$ cat src/rtl/apb_gpio_ctrl.sv
// APB3 GPIO slave: parametrised pin count, programmable wait states,
// per-pin level/edge interrupts with polarity, and pslverr on bad accesses.
module apb_gpio_ctrl #(
    parameter int unsigned GPIO_W      = 32,
    parameter int unsigned ADDR_W      = 8,
    parameter int unsigned WAIT_STATES = 0,
    parameter int unsigned SYNC_STAGES = 2
) (
    input  logic              pclk,
    input  logic              preset,
    input  logic              psel,
    input  logic              penable,
    input  logic              pwrite,
    input  logic [ADDR_W-1:0] paddr,
    input  logic [31:0]       pwdata,
    output logic [31:0]       prdata,
    output logic              pready,
    output logic              pslverr,
    input  logic [GPIO_W-1:0] gpio_in,
    output logic [GPIO_W-1:0] gpio_out,
    output logic [GPIO_W-1:0] gpio_oe,
    output logic              irq
);

    localparam int unsigned CNT_W = 2;

    typedef enum logic [1:0] {
        S_IDLE   = 2'd0,
        S_SETUP  = 2'd1,
        S_ACCESS = 2'd2
    } state_t;

    state_t                          r_state;
    state_t                          w_state_nxt;
    logic [CNT_W-1:0]                r_cnt;
    logic [CNT_W-1:0]                w_cnt_nxt;

    logic [GPIO_W-1:0]               r_dout;
    logic [GPIO_W-1:0]               r_dir;
    logic [GPIO_W-1:0]               r_en;
    logic [GPIO_W-1:0]               r_type;
    logic [GPIO_W-1:0]               r_pol;
    logic [GPIO_W-1:0]               r_stat;
    logic [SYNC_STAGES-1:0][GPIO_W-1:0] r_sync;
    logic [GPIO_W-1:0]               r_prev;

    logic [2:0]                      w_off;
    logic                            w_upper;
    logic                            w_err;
    logic                            w_done;
    logic                            w_wr;
    logic [GPIO_W-1:0]               w_wdata;
    logic [GPIO_W-1:0]               w_w1c;
    logic [GPIO_W-1:0]               w_sync;
    logic [GPIO_W-1:0]               w_edge;
    logic [GPIO_W-1:0]               w_lvl;
    logic [GPIO_W-1:0]               w_evt;
    logic [31:0]                     w_rdata;
    logic                            w_unused;

    // Byte lane bits and any pwdata above the pin count carry no meaning here.
    assign w_unused = ^{paddr[1:0], pwdata};

    assign w_off   = paddr[4:2];
    assign w_upper = |(paddr >> 5);
    assign w_err   = w_upper || (pwrite && ((w_off == 3'd2) || (w_off == 3'd7)));
    assign w_wr    = w_done && !w_err && pwrite;
    assign w_wdata = pwdata[GPIO_W-1:0];
    assign w_w1c   = (w_wr && (w_off == 3'd6)) ? w_wdata : '0;

    assign w_sync  = r_sync[SYNC_STAGES-1];
    assign w_edge  = (r_pol & w_sync & ~r_prev) | (~r_pol & ~w_sync & r_prev);
    assign w_lvl   = ~(w_sync ^ r_pol);
    assign w_evt   = (r_type & w_edge) | (~r_type & w_lvl);

    assign gpio_out = r_dout;
    assign gpio_oe  = r_dir;
    assign irq      = |(r_stat & r_en);

    // FSM state register
    always_ff @(posedge pclk) begin
        if (preset) begin
            r_state <= S_IDLE;
            r_cnt   <= '0;
        end else begin
            r_state <= w_state_nxt;
            r_cnt   <= w_cnt_nxt;
        end
    end

    // FSM next state; SETUP is the first penable cycle, ACCESS holds the wait states
    always_comb begin
        w_state_nxt = r_state;
        w_cnt_nxt   = r_cnt;
        unique case (r_state)
            S_IDLE: begin
                if (psel && !penable) begin
                    w_state_nxt = S_SETUP;
                    w_cnt_nxt   = CNT_W'(WAIT_STATES);
                end
            end
            S_SETUP, S_ACCESS: begin
                if (!(psel && penable)) begin
                    w_state_nxt = S_IDLE;
                end else if (r_cnt != '0) begin
                    w_state_nxt = S_ACCESS;
                    w_cnt_nxt   = r_cnt - CNT_W'(1);
                end else begin
                    w_state_nxt = S_IDLE;
                end
            end
            default: w_state_nxt = S_IDLE;
        endcase
    end

    // FSM outputs: transfer completes when the wait count has drained
    always_comb begin
        w_done  = 1'b0;
        pready  = 1'b0;
        pslverr = 1'b0;
        prdata  = '0;
        if (((r_state == S_SETUP) || (r_state == S_ACCESS)) && psel && penable
            && (r_cnt == '0) && !preset) begin
            w_done  = 1'b1;
            pready  = 1'b1;
            pslverr = w_err;
            prdata  = w_err ? 32'd0 : w_rdata;
        end
    end

    // Register read mux
    always_comb begin
        w_rdata = '0;
        case (w_off)
            3'd0:    w_rdata = 32'(r_dout);
            3'd1:    w_rdata = 32'(r_dir);
            3'd2:    w_rdata = 32'(w_sync);
            3'd3:    w_rdata = 32'(r_en);
            3'd4:    w_rdata = 32'(r_type);
            3'd5:    w_rdata = 32'(r_pol);
            3'd6:    w_rdata = 32'(r_stat);
            default: w_rdata = {16'h6710, 8'd0, 8'(GPIO_W)};
        endcase
    end

    // Control registers, input synchroniser and sticky status (set beats clear)
    always_ff @(posedge pclk) begin
        if (preset) begin
            r_dout <= '0;
            r_dir  <= '0;
            r_en   <= '0;
            r_type <= '0;
            r_pol  <= '0;
            r_stat <= '0;
            r_sync <= '0;
            r_prev <= '0;
        end else begin
            r_sync <= {r_sync[SYNC_STAGES-2:0], gpio_in};
            r_prev <= w_sync;
            r_stat <= (r_stat & ~w_w1c) | w_evt;
            if (w_wr) begin
                case (w_off)
                    3'd0:    r_dout <= w_wdata;
                    3'd1:    r_dir  <= w_wdata;
                    3'd3:    r_en   <= w_wdata;
                    3'd4:    r_type <= w_wdata;
                    3'd5:    r_pol  <= w_wdata;
                    default: ;
                endcase
            end
        end
    end

endmodule

$ cat config.mk
export PLATFORM = sky130hd
export DESIGN_NAME = apb_gpio_ctrl
export DESIGN_NICKNAME = d
export VERILOG_FILES = /design/src/rtl/apb_gpio_ctrl.sv
export SDC_FILE = /design/constraint.sdc
export NUM_CORES = 1
export LEC_CHECK = 0
export CORE_MARGIN = 10
export CORE_UTILIZATION = 50
export CTS_BUF_LIST = sky130_fd_sc_hd__clkbuf_4 sky130_fd_sc_hd__clkbuf_8 sky130_fd_sc_hd__clkbuf_16
export DETAILED_ROUTE_END_ITERATION = 8
export PLACE_DENSITY_LB_ADDON = 0.2
export SYNTH_ARGS = -nofsm -noshare
export SYNTH_HDL_FRONTEND = slang
export SYNTH_SLANG_ARGS = --single-unit
$ cat constraint.sdc
create_clock -name pclk -period 2.1 [get_ports pclk]
set_input_delay 0.525 -clock pclk [delete_from_list [all_inputs] [get_ports pclk]]
set_output_delay 0.525 -clock pclk [all_outputs]
set_load 0.01 [all_outputs]
==> impl_results.md <==
* Status: complete, but fails checks
* Failing checks: negative setup slack
* Worst-path maximum fanout at 5
* Total track usage at 23.5%
* Util after Layout at 67.8%
* Post-synth top cells: dfxtp_1 (292), nor2_1 (224), mux2i_1 (214)
* CP startpoint kind: register
* Total number of vias at 11273
* CTS Buffer Depth at 3
* Crit-path slowest cell: dfxtp_2
* DPL Wire Length at 28.1 mm
* Worst hold path type: reg2reg
* Ys async rst share at 0%
* Gate count of the mapped netlist at 1379
* Worst R2R End: gpio_oe[1]
* Hold slack at 0.433 ns
* Layout cells sized above 1 at 25.0%
* Worst Hold Path EP: w_sync[4]
* Seq/Total Area, Yosys at 43.3%
* Required @ worst endpoint at 1.57 ns
* Core footprint at 26700 µm²
* Largest area contributor in the netlist: dfxtp_1
* WL/cell at 20.0 µm
* Avg Cell Area, Syn at 9.79 µm²
* Clk sinks at 292
* Hold Crit Start: r_sync[4]
* # DRC at 0
* Largest delay share family, worst path: buffers and inverters
* Flop2flop setup slack at 0.12 ns
* Worst hold stages at 1
* Final #Nets at 1829
* Final GP Congestion at 0.874
* CP peak stage delay at 0.34 ns
* Vias in the first global route at 11295
* Top FF cell, synth: dfxtp_1
* Critical Path, Cell by Cell: inv_2 > ha_4 > and3_4 > nand3_4 > a21o_4 > clkbuf_16 > a211oi_2 > buf_2
* Slew headroom at 37.7%
* Tot Pwr at 12.9 mW
* First-pass GRT wire length at 63.2 mm
* Max-slew violation count at 0
* Worst Reg2Reg Path Length in Cells at 9
* Leak at 8.21 nW
* Worst Max-Slew Pin Slew at 0.935 ns
* DRT iter0 DRCs at 929
* DR pass1 iterations at 5
* H-tree levels at 2
* Total die area at 34000 µm²
* Post-synth EDFFs at 0
* Inst Count DP at 1984
* Post-route ant nets at 0
* Synth top area cells: dfxtp_1 (43%), mux2i_1 (16%), ha_1 (6.3%)
* Fin cells at 2051
* Final hold vios at 0
* Number of buffers and inverters on the critical path at 3
* Final worst slack at -0.627 ns
* DIE HEIGHT at 184 µm
* Synthesis-stage register bit count at 292
* Port buffer count at 173
* Most frequent cell after synthesis: dfxtp_1
* CP arrival at 2.20 ns
* Setup TNS at -18.24 ns
* Fin crit share at 130%
* Total Wirelength at 41.1 mm
* Nature of the critical path endpoint: primary output
* Initial antenna violation count at 1
* Clk root buf: clkbuf_16
* Area Growth Syn to Fin at 34.3%
* Largest net degree at the start of global routing at 150
* I/O pin count at 176
* Clock transition at the registers of the reported paths at 0.06 ns
* RSZ-0062 raised after global routing: true
* MaxCap Viol Count at 0
* Num CTS Buffers at 34
* Setup violators final at 35
* Worst-Skew Late Latency at 0.52 ns
* Synth warn at 0
* Synth top area share at 43.3%
* Post-layout min period at 2.73 ns
* Syn_nets at 1524
* Site Rows at 60
* Grt total ovfl at 0
* Synthesized area at 13500 µm²
* Hold buffer count at cts at 0
* Critical R2R Launch: r_state[1]
* Initial Utilization at 50.5%
* Power Dens Cells at 709 nW/µm²
* Die Wd at 184 µm
* Final clock skew at 0.0229 ns
* Synth cell types at 50
* Vias/cell at 5.50
* CTS tree: built
* Max Fclk at 0.367 GHz
* Worst vdd ir at 0.000496 V
* Setup CP Type: reg2out
-- worst register-to-register path, cell delays in order (launching register included) --
cell     delay, ns
dfxtp_2       0.34
inv_2         0.05
ha_4          0.27
and3_4        0.21
buf_4         0.10
buf_4         0.12
and4_4        0.26
buf_12        0.19
mux2i_1       0.21
nor2_1        0.06
-- stage by stage --
step,setup slack (ns),area [µm²]
2_1_floorplan,-0.0251,13600
3_3_place_gp,-0.927,16800
3_5_place_dp,-0.963,16800
4_1_cts,-0.635,18000
5_1_grt,-0.700,18100
6_report,-0.627,18100
-- cell usage in the layout (no fill, tap or decap), drive strengths merged, types with 4 or more instances in the layout --
master,instances
nand4,8
a2bb2oi,4
clkinv,4
mux2,56
a222oi,4
nand3,15
a22oi,37
inv,73
dfxtp,292
mux4,11
a21oi,50
clkbuf,54
o21ai,41
nand2,51
a211oi,6
nor2,225
ha,68
nor3,4
clkdlybuf4s50,131
a221oi,7
nand2b,4
a221o,7
mux2i,214
o221a,6
nor2b,73
o2bb2ai,7
buf,218
-- report_power, final --
| group | total (mW) | internal (mW) | switching (mW) | leakage, nW |
|---|---|---|---|---|
| logic | 1.02 | 0.492 | 0.523 | 5.24 |
| clock network | 6.09 | 3.76 | 2.33 | 0.587 |
| registers | 5.74 | 5.66 | 0.0812 | 2.38 |
-- worst max path at each step --
stage / start / end / cells past startpoint
after floorplan: paddr[3] / prdata[12] / 6
after global placement: paddr[6] / prdata[17] / 7
after detailed placement: paddr[6] / prdata[10] / 7
after CTS: r_state[1] / prdata[17] / 8
after global routing: r_state[0] / prdata[9] / 8
final: r_state[1] / prdata[9] / 8
-- area by class of cell --
class	instances	area, µm²
Clock inverter	10	113
Inverter	71	267
Fill cell	2140	8590
Multi-Input combinational cell	928	7130
Timing Repair Buffer	357	3260
Sequential cell	292	5860
Antenna cell	1	2.50
Clock buffer	51	1060
Tap cell	341	427
-- metal layers --
metal  share of wire [%]  vias to the layer above  routed length, µm  global-route usage [%]
met4                 3.1                        0               1290                    8.75
met5                   0                        -                  0                       0
met2                  47                      359              19300                    38.1
li1                    -                     5360                  -                       -
met1                  43                     5476              17700                    29.8
met3                 6.7                       78               2770                    5.10
-- cell families (layout without fill, tap and decap cells) --
group | after synthesis | after routing | synth area share, %
and+or+nand+nor | 396 | 396 | 13.5
DFF | 292 | 292 | 43.3
muxes | 281 | 281 | 22.4
buffers and inverters | 159 | 489 | 5.41
other | 0 | 1 | 0
AOI/OAI and AO/OA | 183 | 183 | 9.07
adders and majority gates | 68 | 68 | 6.30
-- state kept, by name, indices dropped and copies added, names as in the netlist --
register	flops
r_prev	32
r_stat	32
r_en	32
r_pol	32
r_cnt	2
r_type	32
gpio_out	32
gpio_oe	32
r_state	2
r_sync	32
w_sync	32
-- repair_timing --
action,in CTS,in global routing
setup buffers,2,1
pin swaps,11,4
cloned,1,2
gates resized for setup,181,32
setup endpoints to repair,35,35
No activity file was read; power rests on OpenSTA's default activity.
